$ cat config.mk
export PLATFORM = sky130hd
export DESIGN_NAME = axi_lite_slave_mem
export DESIGN_NICKNAME = d
export VERILOG_FILES = /design/src/rtl/axi_lite_slave_mem.sv
export SDC_FILE = /design/constraint.sdc
export NUM_CORES = 1
export LEC_CHECK = 0
export BUFFER_PORTS_ARGS = -buffer_cell sky130_fd_sc_hd__buf_2
export CORE_MARGIN = 3
export CORE_UTILIZATION = 48
export DETAILED_ROUTE_END_ITERATION = 12
export PLACE_DENSITY_LB_ADDON = 0.05
export SYNTH_ARGS = -nofsm -noshare
export SYNTH_HDL_FRONTEND = slang
export SYNTH_SLANG_ARGS = --single-unit
export TNS_END_PERCENT = 100
$ cat constraint.sdc
create_clock -name ACLK -period 3.35 [get_ports ACLK]
set_input_delay 0.8375 -clock ACLK [delete_from_list [all_inputs] [get_ports ACLK]]
set_output_delay 0.8375 -clock ACLK [all_outputs]
set_load 0.005 [all_outputs]
$ cat src/rtl/axi_lite_slave_mem.sv
// AXI4-Lite slave backed by a DEPTH-word register file with per-byte strobes.
// Write and read paths are independent FSMs; out-of-range word indices answer SLVERR.
module axi_lite_slave_mem #(
  parameter int ADDR_WIDTH = 32,
  parameter int DATA_WIDTH = 32,
  parameter int DEPTH      = 16
) (
  input  logic                    ACLK,
  input  logic                    ARESET,
  input  logic [ADDR_WIDTH-1:0]   AWADDR,
  input  logic                    AWVALID,
  output logic                    AWREADY,
  input  logic [DATA_WIDTH-1:0]   WDATA,
  input  logic [DATA_WIDTH/8-1:0] WSTRB,
  input  logic                    WVALID,
  output logic                    WREADY,
  output logic [1:0]              BRESP,
  output logic                    BVALID,
  input  logic                    BREADY,
  input  logic [ADDR_WIDTH-1:0]   ARADDR,
  input  logic                    ARVALID,
  output logic                    ARREADY,
  output logic [DATA_WIDTH-1:0]   RDATA,
  output logic [1:0]              RRESP,
  output logic                    RVALID,
  input  logic                    RREADY
);

  localparam int STRB_WIDTH = DATA_WIDTH / 8;
  localparam int ADDR_LSB   = $clog2(STRB_WIDTH);
  localparam int IDX_WIDTH  = (DEPTH > 1) ? $clog2(DEPTH) : 1;
  localparam logic [ADDR_WIDTH-1:0] DEPTH_LIMIT = ADDR_WIDTH'(DEPTH);
  localparam logic [1:0] RESP_OKAY   = 2'b00;
  localparam logic [1:0] RESP_SLVERR = 2'b10;

  typedef enum logic [1:0] {W_IDLE, W_HAVE_A, W_HAVE_D, W_RESP} w_state_t;
  typedef enum logic {R_IDLE, R_DATA} r_state_t;

  w_state_t w_state_reg, w_state_next;
  r_state_t r_state_reg, r_state_next;

  logic aw_hs, w_hs, b_hs, ar_hs, r_hs;

  logic [ADDR_WIDTH-1:0] aw_addr_reg;
  logic [DATA_WIDTH-1:0] wdata_reg;
  logic [STRB_WIDTH-1:0] wstrb_reg;
  logic [1:0]            bresp_reg;
  logic [1:0]            rresp_reg;

  logic [ADDR_WIDTH-1:0] commit_addr;
  logic [DATA_WIDTH-1:0] commit_data;
  logic [STRB_WIDTH-1:0] commit_strb;
  logic                  commit;
  logic                  commit_in_range;
  logic [IDX_WIDTH-1:0]  commit_idx;
  logic                  ar_in_range;
  logic [IDX_WIDTH-1:0]  ar_idx;

  assign aw_hs = AWVALID & AWREADY;
  assign w_hs  = WVALID & WREADY;
  assign b_hs  = BVALID & BREADY;
  assign ar_hs = ARVALID & ARREADY;
  assign r_hs  = RVALID & RREADY;

  // Write FSM: state register
  always_ff @(posedge ACLK) begin
    if (!ARESET) begin
      w_state_reg <= W_IDLE;
    end else begin
      w_state_reg <= w_state_next;
    end
  end

  // Write FSM: next state
  always_comb begin
    w_state_next = w_state_reg;
    case (w_state_reg)
      W_IDLE: begin
        if (aw_hs && w_hs) begin
          w_state_next = W_RESP;
        end else if (aw_hs) begin
          w_state_next = W_HAVE_A;
        end else if (w_hs) begin
          w_state_next = W_HAVE_D;
        end
      end
      W_HAVE_A: if (w_hs)  w_state_next = W_RESP;
      W_HAVE_D: if (aw_hs) w_state_next = W_RESP;
      W_RESP:   if (b_hs)  w_state_next = W_IDLE;
      default:  w_state_next = W_IDLE;
    endcase
  end

  // Write FSM: outputs; readies are held low while reset is asserted
  always_comb begin
    AWREADY = 1'b0;
    WREADY  = 1'b0;
    BVALID  = 1'b0;
    case (w_state_reg)
      W_IDLE: begin
        AWREADY = ARESET;
        WREADY  = ARESET;
      end
      W_HAVE_A: WREADY  = ARESET;
      W_HAVE_D: AWREADY = ARESET;
      W_RESP:   BVALID  = 1'b1;
      default: begin
        AWREADY = 1'b0;
        WREADY  = 1'b0;
      end
    endcase
  end

  assign BRESP = bresp_reg;

  // Address and data are captured at their own handshakes.
  always_ff @(posedge ACLK) begin
    if (aw_hs) begin
      aw_addr_reg <= AWADDR;
    end
    if (w_hs) begin
      wdata_reg <= WDATA;
      wstrb_reg <= WSTRB;
    end
  end

  // On the completing edge the second half arrives straight from the bus.
  assign commit_addr     = aw_hs ? AWADDR : aw_addr_reg;
  assign commit_data     = w_hs  ? WDATA  : wdata_reg;
  assign commit_strb     = w_hs  ? WSTRB  : wstrb_reg;
  assign commit          = ARESET && (w_state_next == W_RESP) && (w_state_reg != W_RESP);
  assign commit_in_range = (commit_addr >> ADDR_LSB) < DEPTH_LIMIT;
  assign commit_idx      = IDX_WIDTH'(commit_addr >> ADDR_LSB);

  always_ff @(posedge ACLK) begin
    if (!ARESET) begin
      bresp_reg <= RESP_OKAY;
    end else if (commit) begin
      bresp_reg <= commit_in_range ? RESP_OKAY : RESP_SLVERR;
    end
  end

  // Read FSM: state register
  always_ff @(posedge ACLK) begin
    if (!ARESET) begin
      r_state_reg <= R_IDLE;
    end else begin
      r_state_reg <= r_state_next;
    end
  end

  // Read FSM: next state
  always_comb begin
    r_state_next = r_state_reg;
    case (r_state_reg)
      R_IDLE:  if (ar_hs) r_state_next = R_DATA;
      R_DATA:  if (r_hs)  r_state_next = R_IDLE;
      default: r_state_next = R_IDLE;
    endcase
  end

  // Read FSM: outputs
  always_comb begin
    ARREADY = 1'b0;
    RVALID  = 1'b0;
    case (r_state_reg)
      R_IDLE:  ARREADY = ARESET;
      R_DATA:  RVALID  = 1'b1;
      default: ARREADY = 1'b0;
    endcase
  end

  assign ar_in_range = (ARADDR >> ADDR_LSB) < DEPTH_LIMIT;
  assign ar_idx      = IDX_WIDTH'(ARADDR >> ADDR_LSB);

  always_ff @(posedge ACLK) begin
    if (!ARESET) begin
      rresp_reg <= RESP_OKAY;
    end else if (ar_hs) begin
      rresp_reg <= ar_in_range ? RESP_OKAY : RESP_SLVERR;
    end
  end

  assign RRESP = rresp_reg;

  // One byte-wide RAM per lane; a read on the commit edge sees the old contents.
  genvar gi;
  generate
    for (gi = 0; gi < STRB_WIDTH; gi++) begin : g_lane
      logic [7:0] lane_mem [DEPTH];
      logic [7:0] rdata_lane_reg;

      always_ff @(posedge ACLK) begin
        if (commit && commit_in_range && commit_strb[gi]) begin
          lane_mem[commit_idx] <= commit_data[gi*8 +: 8];
        end
      end

      always_ff @(posedge ACLK) begin
        if (!ARESET) begin
          rdata_lane_reg <= 8'h00;
        end else if (ar_hs) begin
          rdata_lane_reg <= ar_in_range ? lane_mem[ar_idx] : 8'h00;
        end
      end

      assign RDATA[gi*8 +: 8] = rdata_lane_reg;
    end
  endgenerate

endmodule

# After elaboration in Yosys (flattened, before gate mapping)
# Memories as Yosys holds them, arrays and structs flattened.
# Index checks and enable logic that the tools add are counted.
# totals
latchBits,0
elab_cells,72
n_memories,4
rom_bits,0
ff_bits,107
ram_bits,512
inputBits,107
# memory_table
name,words,width,read_ports,rd_ports_with_merged_regs,wr,line,source
g_lane[0].lane_mem,16,8,1,0,1,190,logic [7:0] lane_mem [DEPTH];
g_lane[1].lane_mem,16,8,1,0,1,190,
g_lane[2].lane_mem,16,8,1,0,1,190,
g_lane[3].lane_mem,16,8,1,0,1,190,
# classes
n_reduce_logical,11
shifts,0
bitwise_logic,6
muxes,32
multipliers,0
n_addsub,0
eq_ne,5
n_lt_le_gt_ge,2
div_mod_pow,0
# op_table
cell,n
32-bit 2-to-1 mux,2
"30-bit by 5-bit less-than comparator with 1-bit output, second input constant",2
8-bit 2-to-1 mux,4
2-bit 2-to-1 mux,8
1-bit 2-to-1 mux,15
1-bit logical AND,8
2-bit one-hot mux with 4 select lines,1
"2-bit equality test, second input constant",3
1-bit AND,5
4-bit 2-to-1 mux,1
2-bit OR reduction,2
"2-bit by 1-bit equality test with 1-bit output, second input constant",1
2-bit zero test,1
"2-bit inequality test, second input constant",1
1-bit one-hot mux with 2 select lines,1
1-bit inverter,1

# Depth between registers and ports, before layout
# logic_depth
ltp_word,15
ltp_mapped,8
mapped_depth_nobuf,5

# Worst setup path after synthesis
# OpenSTA, ideal clock, no wires.
# synth_path
path_kind,input to register
startpoint,in ARESET
endpoint,mem g_lane[0].lane_mem[0][0] (enable)
n_path_buf,3
arrival_time_ns,2.688
setup_slack_ns,0.278
setup_ns,0.383
cell_stages,8
t_required_ns,2.967
path_cell_list,buf_4 > nand3b_4 > mux2_4 > nor4b_2 > o21ai_1 > buf_4 > buf_6 > nor3_1
# synth_between
elab_cells_between_ends,21
# synth_lines
element,line,source
start: declaration,9,"input logic ARESET,"
1-bit 2-to-1 mux,99,case (w_state_reg)
1-bit AND,59,assign aw_hs = AWVALID & AWREADY;
32-bit 2-to-1 mux,--,
net commit_addr[23],50,logic [ADDR_WIDTH-1:0] commit_addr;
30-bit by 5-bit less-than comparator with 1-bit output,132,assign commit_in_range = (commit_addr >> ADDR_LSB) < DEPTH_LIMIT;
1-bit logical AND (2 in series),194,if (commit && commit_in_range && commit_strb[gi]) begin
1-bit 2-to-1 mux,194,
1-bit 2-to-1 mux (implied by the code),195,lane_mem[commit_idx] <= commit_data[gi*8 +: 8];
end: declaration,190,
# The timed path passes the listed nets, and every way through them passes these cells.

# Worst setup path in the final report
# layout_path
startpoint,in ARESET
endpoint,mem g_lane[0].lane_mem[15][4] (enable)
# Same word-level chain as after synthesis.

==> summary.md <==
| Metric | Value |
|---|---|
| Worst min path class | in2reg |
| Detailed placement HPWL | ~32000 um |
| Worst-path cell chain | buf_2 > nand3b_4 > mux2_4 > nor4b_2 > o21ai_4 > buf_12 > nor3_1 > buf_4 |
| P_sw | approximately 3.7 mW |
| Area delta synth->final | 17.03% |
| Final worst path period need | 2.641 ns |
| Post-CTS Hold Buffers | 0 |
| Synth area leaders | edfxtp_1, dfxtp_1, mux4_2 |
| RSZ-0062 raised after global routing | no |
| Syn Inst Count | ~1300 |
| DRC violations left | 0 |
| Remaining global-route overflow | 0 |
| Die width | around 230 um |
| CP Max Fanout | between 50 and 60 |
| GRT Overall Usage | between 10% and 20% |
| Top delay family on crit path | simple AND/OR/NAND/NOR gates |
| Fillers | roughly 3800 |
| Post-CTS Setup Inserts | 0 |
| Yosys cell types | 40 |
| CTS resizes | 0 |
| Sw frac | 21.89% |
| Seq/Total Area, Yosys | approximately 74% |
| Cell internal pwr | ~13 mW |
| Num Clock Sinks | 615 |
| Flops & latches, synth | 615 |
| Setup ws final | 0.7092 ns |
| H-tree levels | 3 |
| CTS Root Cell | clkbuf_16 |
| Final Setup Violations | 0 |
| Vias in the first global route | roughly 13000 |
| Fin. Hold Viols | 0 |
| Die extent in y | about 230 um |
| Post-Place Worst Slack | between 0.1 and 0.15 ns |
| Antenna cells | 0 |
| Initial antenna violation count | 0 |
| CTS tree | done |
| Max Clk Rate | roughly 380 MHz |
| Via count | 12710 |
| Comb pwr share | roughly 7.4% |
| Largest net degree at the start of global routing | 65 |
| DR pass1 iterations | 5 |
| Crit Path Class | in2reg |
| Required time of the critical path | 3.62 ns |
| Share of cells above drive strength 1 | 30.41% |
| First-pass GRT wire length | approximately 78000 um |
| Iter 0 DRT Violations | roughly 940 |
| CP endpoint kind | flop |
| Routability Congestion | approximately 0.77 |
| Cell taking the most area after synthesis | edfxtp_1 |
| Die footprint | approximately 52000 sq um |
| Fin Setup TNS | 0 ns |
| Critical path arrival | just under 3 ns |
| Tcrit/Tclk final | about four fifths |
| Syn Std Cell Area | between 20000 and 25000 sq um |
| Num CTS Buffers | 66 |
| Worst-path clk slew | roughly 0.060 ns |
| Routed WL per cell | around 23 um |
| Clk_skew | 0.01985 ns |
| Power Total | approximately 17 mW |
| Largest register FFs | about 500 |
| PD cells | a little over 600 nW/um^2 |
| Latest clock arrival within the worst-skew pair | 0.58 ns |
| Worst slew margin | a little over two fifths |
| Sequential share of power | between 50% and 60% |
| Max Cap Viol | 0 |
| I/O pins | ~150 |
| CP Buf/Inv Count | 3 |
| Core area | around 48000 sq um |
| Max clock buf depth | 3 |
| Yosys warnings | 0 |
| Worst VDD drop | a little over 0.4 mV |
| CP max stage delay | about 0.38 ns |
| P_leak | about 9.6 nW |
| Final count of pins violating max slew | 0 |
| Initial Util | around half |
| Placement row count | 80 |
| Critical path's slowest cell | nor4b_2 |
| Synth top area share | roughly 65% |
| Final nets | around 1700 |
| Post-Layout Cell Count | 2254 |
| Startpoint Class | input pin |
| Outcome | completed |
| Seq. cell area | 17440 sq um |
| Routed wire length | 51250 um |
| Worst slew pin tran | just under 0.9 ns |
| Clock share of power | 40.5% |
| Via density | 5.639 |
| Multi-input logic area | around 5800 sq um |
| Post-DRT Antenna Nets | 0 |
| Number of port buffers | approximately 140 |
| Placed Instances | 2135 |
| Syn avg cell area | 17.89 sq um |
per-stage QoR:
| stage | cell area (sq um) | utilization (%) | hold WS (ns) |
|---|---|---|---|
| floorplan | 23660 | - | 0.4475 |
| global placement | 25630 | 53.13 | 0.4361 |
| detailed placement | 25630 | 53.13 | 0.4429 |
| CTS | 27680 | 57.38 | 0.4060 |
| global route | 27680 | 57.38 | 0.4235 |
| finish | 27680 | 57.38 | 0.4445 |
per-layer routing:
metal	part of all wire [%]	global-route usage, %	vias up
li1	-	-	5831
met1	44	26.90	6488
met2	49	32.23	325
met3	5.2	3.967	64
met4	1.8	5.801	2
met5	0.092	0.9191	-
cells in the mapped netlist, drive strengths merged:
cell / n
a211oi: 31
o221ai: 32
buf: 44
a21oi: 37
nor4: 21
nor3: 77
mux2i: 132
nand2: 37
and3: 2
nand2b: 7
or4: 4
edfxtp: 512
dfxtp: 103
nor4b: 2
clkbuf: 44
a2111oi: 1
and3b: 1
o22ai: 31
nand3b: 1
o21ai: 3
nor2b: 7
mux2: 62
mux4: 64
nand4: 3
nor2: 5
inv: 4
or2: 1
conb: 1
a31oi: 15
and2: 4
o211a: 2
o31ai: 32
path summary, 6_finish.rpt:
path	startpoint	endpoint	slack (ns)	cells after the start
max	ARESET	g_lane[0].lane_mem[15][4]	0.71	8
min	BREADY	w_state_reg[0]	0.44	2
max reg2reg	w_state_reg[0]	g_lane[0].lane_mem[15][4]	0.76	7
min reg2reg	g_lane[0].rdata_lane_reg[3]	g_lane[0].rdata_lane_reg[3]	0.45	2
layout make-up:
class	instances	share of cell area, %
repair buffers	244	5.704
clock buffers	100	6.956
clock inverters	19	0.4384
well taps	656	2.965
inverters	4	0.05424
multi-input cells	616	20.89
flip-flops and latches	615	62.99
power groups by stage:
stage          clock network (mW)  registers (mW)  logic (mW)
2_1_floorplan                   0            8.94       0.776
3_3_place_gp                    0            8.96        1.21
3_5_place_dp                    0            8.97        1.26
4_1_cts                      7.03            8.80        1.26
5_1_grt                      7.35            8.82        1.37
6_report                     6.84            8.80        1.25
placed cells by master, fill, tap and decap left out, drive strengths merged, types with 32 or more instances in the layout:
cell type,count
nand2,37
edfxtp,512
a21oi,37
mux2i,132
mux4,64
dfxtp,103
nor3,77
o221ai,32
mux2,62
buf,244
clkbuf,100
o31ai,32
kinds of logic (layout without fill, tap and decap cells):
| group | Yosys count | in the layout | share of synthesized area (%) |
|---|---|---|---|
| buffers and inverters | 92 | 367 | 1.926 |
| AO/OA/AOI/OAI | 184 | 184 | 5.814 |
| other | 1 | 2 | 0.01585 |
| multiplexers | 258 | 258 | 14.65 |
| AND/OR/NAND/NOR | 172 | 172 | 3.877 |
| flip-flops | 615 | 615 | 73.72 |
Note: power is estimated with default switching activity, not from simulation.
